$ cat src/rtl/perf_pkg.sv
// Shared types and constants for the performance-counter slave.
// The FSM state, CTRL bit positions and the width of a word index live here.
package perf_pkg;

  typedef enum logic [1:0] {
    IDLE,
    ACCESS,
    RESP
  } perf_state_t;

  localparam int EN_BIT  = 0;
  localparam int CLR_BIT = 1;

  // Enough bits to address up to 15 counters plus the CTRL word.
  localparam int IDX_W = 4;

endpackage

$ cat src/rtl/perf_event_counter.sv
// One event-counter slice: rising-edge detection on a level strobe, with load and clear.
// Clear beats load, and load beats increment; the armed flag always follows the strobe.
module perf_event_counter #(
  parameter int WIDTH = 16
) (
  input  logic             clk,
  input  logic             reset,
  input  logic             enable,
  input  logic             strobe,
  input  logic             load,
  input  logic [WIDTH-1:0] load_value,
  input  logic             clear,
  output logic [WIDTH-1:0] count
);

  logic [WIDTH-1:0] count_reg;
  logic [WIDTH-1:0] count_next;
  logic             armed_reg;

  always_comb begin
    count_next = count_reg;
    if (clear) begin
      count_next = '0;
    end else if (load) begin
      count_next = load_value;
    end else if (enable && strobe && !armed_reg) begin
      count_next = count_reg + WIDTH'(1);
    end
  end

  // Arming is tracked even while disabled or loading, so a strobe that is
  // already high when counting resumes (or when software writes) never counts.
  always_ff @(posedge clk) begin
    if (reset) begin
      count_reg <= '0;
      armed_reg <= 1'b0;
    end else begin
      count_reg <= count_next;
      armed_reg <= strobe;
    end
  end

  assign count = count_reg;

endmodule

$ cat src/rtl/perf_counter_ctrl.sv
// Memory-mapped bank of event counters plus a CTRL word (EN, self-clearing CLR_ALL).
// A three-state sequencer gives every hit a fixed two-cycle response latency.
module perf_counter_ctrl
  import perf_pkg::*;
#(
  parameter int          NUM_EVENTS = 8,
  parameter int          WIDTH      = 16,
  parameter logic [31:0] BASE_ADDR  = 32'hFFFF_FF00
) (
  input  logic                  clk,
  input  logic                  reset,
  input  logic [NUM_EVENTS-1:0] event_i,
  input  logic [31:0]           mem_address,
  input  logic                  mem_read,
  input  logic                  mem_write,
  input  logic [31:0]           mem_wdata,
  output logic                  mem_hit,
  output logic                  mem_resp,
  output logic [31:0]           mem_rdata
);

  perf_state_t state_reg;
  perf_state_t state_next;

  logic [29:0]      word_idx;
  logic             accept;
  logic [IDX_W-1:0] idx_reg;
  logic             write_reg;
  logic [31:0]      wdata_reg;
  logic             en_reg;
  logic [31:0]      rdata_reg;
  logic [31:0]      read_value;

  logic             do_read;
  logic             do_write;
  logic             ctrl_sel;
  logic             clear_all;

  logic [NUM_EVENTS-1:0] load_sel;
  logic [WIDTH-1:0]      count [NUM_EVENTS];

  // The base is 64-byte aligned, so the word offset can be formed from bits [31:2]
  // alone; addresses below the base wrap to a huge index and miss.
  assign word_idx = mem_address[31:2] - BASE_ADDR[31:2];
  assign mem_hit  = (word_idx <= 30'(NUM_EVENTS));
  assign accept   = (state_reg == IDLE) && (mem_read || mem_write) && mem_hit;

  always_comb begin
    state_next = state_reg;
    mem_resp   = 1'b0;
    do_read    = 1'b0;
    do_write   = 1'b0;
    case (state_reg)
      IDLE: begin
        if (accept) state_next = ACCESS;
      end
      ACCESS: begin
        do_read    = !write_reg;
        do_write   = write_reg;
        state_next = RESP;
      end
      RESP: begin
        mem_resp   = 1'b1;
        state_next = IDLE;
      end
      default: state_next = IDLE;
    endcase
  end

  assign ctrl_sel  = (idx_reg == IDX_W'(NUM_EVENTS));
  assign clear_all = do_write && ctrl_sel && wdata_reg[CLR_BIT];

  always_ff @(posedge clk) begin
    if (reset) begin
      state_reg <= IDLE;
      idx_reg   <= '0;
      write_reg <= 1'b0;
      wdata_reg <= '0;
      en_reg    <= 1'b1;
      rdata_reg <= '0;
    end else begin
      state_reg <= state_next;
      // A simultaneous read and write is treated as a write.
      if (accept) begin
        idx_reg   <= word_idx[IDX_W-1:0];
        write_reg <= mem_write;
        wdata_reg <= mem_wdata;
      end
      if (do_write && ctrl_sel) begin
        en_reg <= wdata_reg[EN_BIT];
      end
      if (do_read) begin
        rdata_reg <= read_value;
      end
    end
  end

  // CLR_ALL is never stored, so it always reads back as zero.
  always_comb begin
    read_value = '0;
    if (ctrl_sel) begin
      read_value[EN_BIT] = en_reg;
    end
    for (int i = 0; i < NUM_EVENTS; i++) begin
      if (idx_reg == IDX_W'(i)) begin
        read_value[WIDTH-1:0] = count[i];
      end
    end
  end

  generate
    for (genvar gi = 0; gi < NUM_EVENTS; gi++) begin : g_counter
      assign load_sel[gi] = do_write && (idx_reg == IDX_W'(gi));

      perf_event_counter #(
        .WIDTH(WIDTH)
      ) u_counter (
        .clk       (clk),
        .reset     (reset),
        .enable    (en_reg),
        .strobe    (event_i[gi]),
        .load      (load_sel[gi]),
        .load_value(wdata_reg[WIDTH-1:0]),
        .clear     (clear_all),
        .count     (count[gi])
      );
    end
  endgenerate

  assign mem_rdata = rdata_reg;

  // Byte-lane bits and unused write-data bits are intentionally ignored.
  logic unused_bits;
  assign unused_bits = ^{mem_address[1:0], wdata_reg};

endmodule

$ cat config.mk
export PLATFORM = sky130hd
export DESIGN_NAME = perf_counter_ctrl
export DESIGN_NICKNAME = d
export VERILOG_FILES = /design/src/rtl/perf_pkg.sv /design/src/rtl/perf_event_counter.sv /design/src/rtl/perf_counter_ctrl.sv
export SDC_FILE = /design/constraint.sdc
export NUM_CORES = 1
export LEC_CHECK = 0
export ABC_AREA = 1
export BUFFER_PORTS_ARGS = -buffer_cell sky130_fd_sc_hd__clkbuf_2
export CORE_ASPECT_RATIO = 0.6
export CORE_MARGIN = 5
export CORE_UTILIZATION = 40
export DETAILED_ROUTE_END_ITERATION = 10
export GPL_TIMING_DRIVEN = 0
export PLACE_DENSITY = 0.61
export SLEW_MARGIN = 20
export SYNTH_ARGS = -nofsm -noshare
export SYNTH_HDL_FRONTEND = slang
export SYNTH_SLANG_ARGS = --single-unit
$ cat constraint.sdc
create_clock -name clk -period 2.1 [get_ports clk]
set_clock_uncertainty 0.15 [all_clocks]
set_input_delay 0.21 -clock clk [delete_from_list [all_inputs] [get_ports clk]]
set_output_delay 0.21 -clock clk [all_outputs]
set_load 0.02 [all_outputs]
==> results.py <==
metrics = {
    "power": {
        "pwr-share-seq_pct": 45.3,
        "irDropWorstVdd_mv": 0.479,
        "combPwrFrac_pct": 9.9,
        "netSwitchingPower_mw": 1.97,
        "power_density_nw_per_um2": 527,
        "leakage_nw": 5.94,
        "power_mw": 7.54,
        "switching_share_pct": 26.1,
        "clockPowerShare_pct": 44.9,
        "p_int_mw": 5.57,
    },
    "status": {
        "violations": "negative setup slack",
        "status": "finished, violations left",
    },
    "setup_path": {
        "critical_path_class": "reg2reg",
        "end_kind": "register",
        "timing.critical_path.arrival_ns": 2.32,
        "required_ns": 2.28,
        "startpoint_type": "register",
        "critPathMaxFanout": 5,
    },
    "yosys": {
        "synth-xor-area-share_pct": 7.19,
        "ys.flop_type": "dfxtp_1",
        "synth_top_family_by_area": "simple AND/OR/NAND/NOR gates",
        "synthMuxAreaShare_pct": 0,
        "synth-edff-count": 0,
        "synth_seq_cells": 176,
        "synthAdderAreaFrac_pct": 0.913,
        "async_reset_ff_share_pct": 0,
        "syn_area_per_cell_um2": 6.52,
        "synth-simple-area-share_pct": 31.8,
        "synth_cells": 1683,
        "ys_types": 49,
        "ys_warn_count": 0,
        "synth_compound_area_share_pct": 16.5,
        "seq_area_frac_synth_pct": 32.1,
        "netlist_area_um2": 11000,
    },
    "global_route": {
        "grt_pass1_vias": 10900,
        "grt_start_max_net_pins": 17,
        "grt-ovfl-total": 0,
        "antenna_found_initial": 0,
        "grtUsageTotal_pct": 27.0,
        "grt_pass1_wl_um": 64500,
    },
    "clock_tree": {
        "cts_tree": "built",
        "cts.htree.levels": 4,
        "root_buffer": "clkbuf_16",
        "clkSinkCount": 176,
        "numCtsBuffers": 17,
        "clock_latency_ns": 0.46,
        "clk_pin_slew_worst_paths_ns": 0.07,
        "cts_max_path_buffers": 2,
    },
    "worst_hold_path": {
        "hold_path_class": "in2reg",
    },
    "drt": {
        "firstDrtPassIters": 6,
        "vias": 12500,
        "vias_per_cell": 5.54,
        "routedWlPerCell_um": 19.7,
        "ant_nets": 0,
        "first_iter_violations": 1647,
        "remaining_drc_errors": 0,
        "routed_wl_um": 44500,
    },
    "layout": {
        "areaGrowthSynthToFinish_pct": 30.4,
        "fin_area_um2": 14300,
        "antennaDiodeCount": 0,
        "largest_reg_flops": 128,
        "utilization_pct": 53.6,
        "drive_above_1_share_pct": 23.3,
        "fin_cells": 2263,
        "fillers": 2587,
        "fin_nets": 1974,
    },
    "timing": {
        "fin_crit_sh_pct": 102,
        "slew_headroom_pct": 29.9,
        "hold_viol": 0,
        "rsz0062_at_grt": "true",
        "finalWorstSetupSlack_ns": -0.0361,
        "setup_violations": 3,
        "fmax_ghz": 0.468,
        "min_period_ns": 2.14,
        "slew_viol_final": 0,
        "hold-worst-slack_ns": 0.0773,
        "tightest_slew_ns": 1.05,
    },
    "placed_design": {
        "postPlaceCellArea_um2": 11800,
        "placed_cells": 2133,
        "finalWeightedCongestion": 1.01,
        "hpwl_um": 32100,
        "portBuffers": 75,
    },
    "floorplanning": {
        "io_pins": 110,
        "die_w_um": 224,
        "die_area_um2": 30900,
        "start_util_pct": 41.1,
        "core-area_um2": 26700,
        "dieHeight_um": 138,
        "rows": 46,
    },
    "flow_run": {
        "cap_violations": 0,
    },
}
==> logic make-up after synthesis <==
| kind of cell | count (synthesis) |
|---|---|
| compound gates | 316 |
| xor+xnor | 90 |
| simple gates | 787 |
| other cells | 1 |
| fa+ha+maj | 8 |
| buf+inv | 305 |
| flops | 176 |
==> final timing paths <==
| check | startpoint | end | slack, ns | cells past startpoint |
|---|---|---|---|---|
| setup / recovery | idx_reg[3] | mem_rdata[1] | -0.04 | 11 |
| hold / removal | mem_read | state_reg[0] | 0.08 | 5 |
| setup reg to reg | idx_reg[3] | mem_rdata[1] | -0.04 | 11 |
| hold reg to reg | mem_rdata[11] | mem_rdata[11] | 0.32 | 2 |
==> cell usage after synthesis (4+ instances only) <==
cell	instances	area (um^2)
a211oi_1	9	67.6
o211ai_1	15	113
ha_1	8	100
nor2_2	18	113
inv_1	217	815
buf_6	4	45.0
nor2_1	200	751
nor3_2	7	70.1
a31oi_1	18	113
nor2_4	6	67.6
nor4_1	6	37.5
o21ai_1	6	30.0
nand2_1	365	1370
nand3_1	81	405
xnor2_1	13	114
clkbuf_1	35	131
nor3_1	28	140
a21oi_1	109	546
inv_2	13	48.8
a221oi_1	4	35.0
buf_4	19	143
nand4_1	57	357
xor2_1	77	674
o22ai_1	19	119
o221ai_1	11	96.3
o21ai_0	105	526
o2111ai_1	8	70.1
nand2_2	8	50.1
o21bai_1	4	30.0
buf_2	12	60.1
dfxtp_1	176	3520
==> power groups by stage <==
stage,registers (mW),logic [mW],clock network [mW]
after CTS,3.40,0.658,3.39
after global routing,3.41,0.807,3.53
after floorplan,3.47,0.366,0
after detailed placement,3.48,0.583,0
after global placement,3.48,0.579,0
final,3.41,0.745,3.38
==> per-stage QoR <==
| stage | worst slack [ns] | setup TNS, ns |
|---|---|---|
| after CTS | -0.0273 | -0.0451 |
| after detailed placement | -0.662 | -67.35 |
| final | -0.0361 | -0.0564 |
| after floorplan | 0.147 | 0 |
| after global placement | -0.620 | -58.73 |
| after global routing | -0.0502 | -0.750 |
==> cell usage in the layout, fill, tap and decap left out, types with 9 or more instances in the layout <==
cell type,instances
buf_2,12
conb_1,16
nor2_4,32
nand2_1,341
nand2_2,26
o21ai_0,102
o221ai_1,10
nor3_1,14
nor2_2,33
nand3_1,68
dfxtp_1,153
buf_4,87
nand3_2,13
clkbuf_1,16
xor2_1,77
clkbuf_2,83
inv_1,210
nor2_1,160
xnor2_1,13
o22ai_1,13
inv_2,15
nor3_4,16
o211ai_1,15
a211oi_1,9
dfxtp_4,12
buf_6,10
a21oi_1,100
a31oi_1,18
dlygate4sd3_1,30
clkbuf_16,17
nand4_1,57
dfxtp_2,11
==> worst max-delay path, cell delays in order (launching register included) <==
cell and delay, ns:
dfxtp_4 0.39, nor2_4 0.05, buf_4 0.15, nand2_8 0.08
inv_4 0.05, buf_2 0.16, nand2_1 0.11, o2111ai_1 0.15
nor2_1 0.29, nand4_1 0.23, nand2_1 0.12, a21oi_1 0.07
==> layer usage <==
layer	routed length, um	vias to the layer above	global-route usage [%]	share of wire [%]
li1	-	5912	-	-
met1	20400	5837	41.4	46
met2	17000	716	34.3	38
met3	6300	66	11.2	14
met4	859	0	6.35	1.9
met5	0	-	0	0
==> what timing repair did <==
item,CTS,global route
hold buffers,30,0
setup endpoints to repair,144,160
setup buffers,17,49
endpoints found under the hold margin,30,0
cloned,0,2
gates resized for setup,126,183
pin swaps,22,71
==> final cells by class <==
cell class / instances / area (um^2) / area share [%]
sequential: 176 / 3580 / 25.0
timing repair buffer: 172 / 1200 / 8.41
clock buffer: 22 / 464 / 3.25
clock inverter: 10 / 135 / 0.945
tap: 360 / 450 / 3.15
buffer: 72 / 494 / 3.46
multi-input combinational: 1218 / 7080 / 49.5
inverter: 233 / 896 / 6.26
No activity file was read; power rests on OpenSTA's default activity.
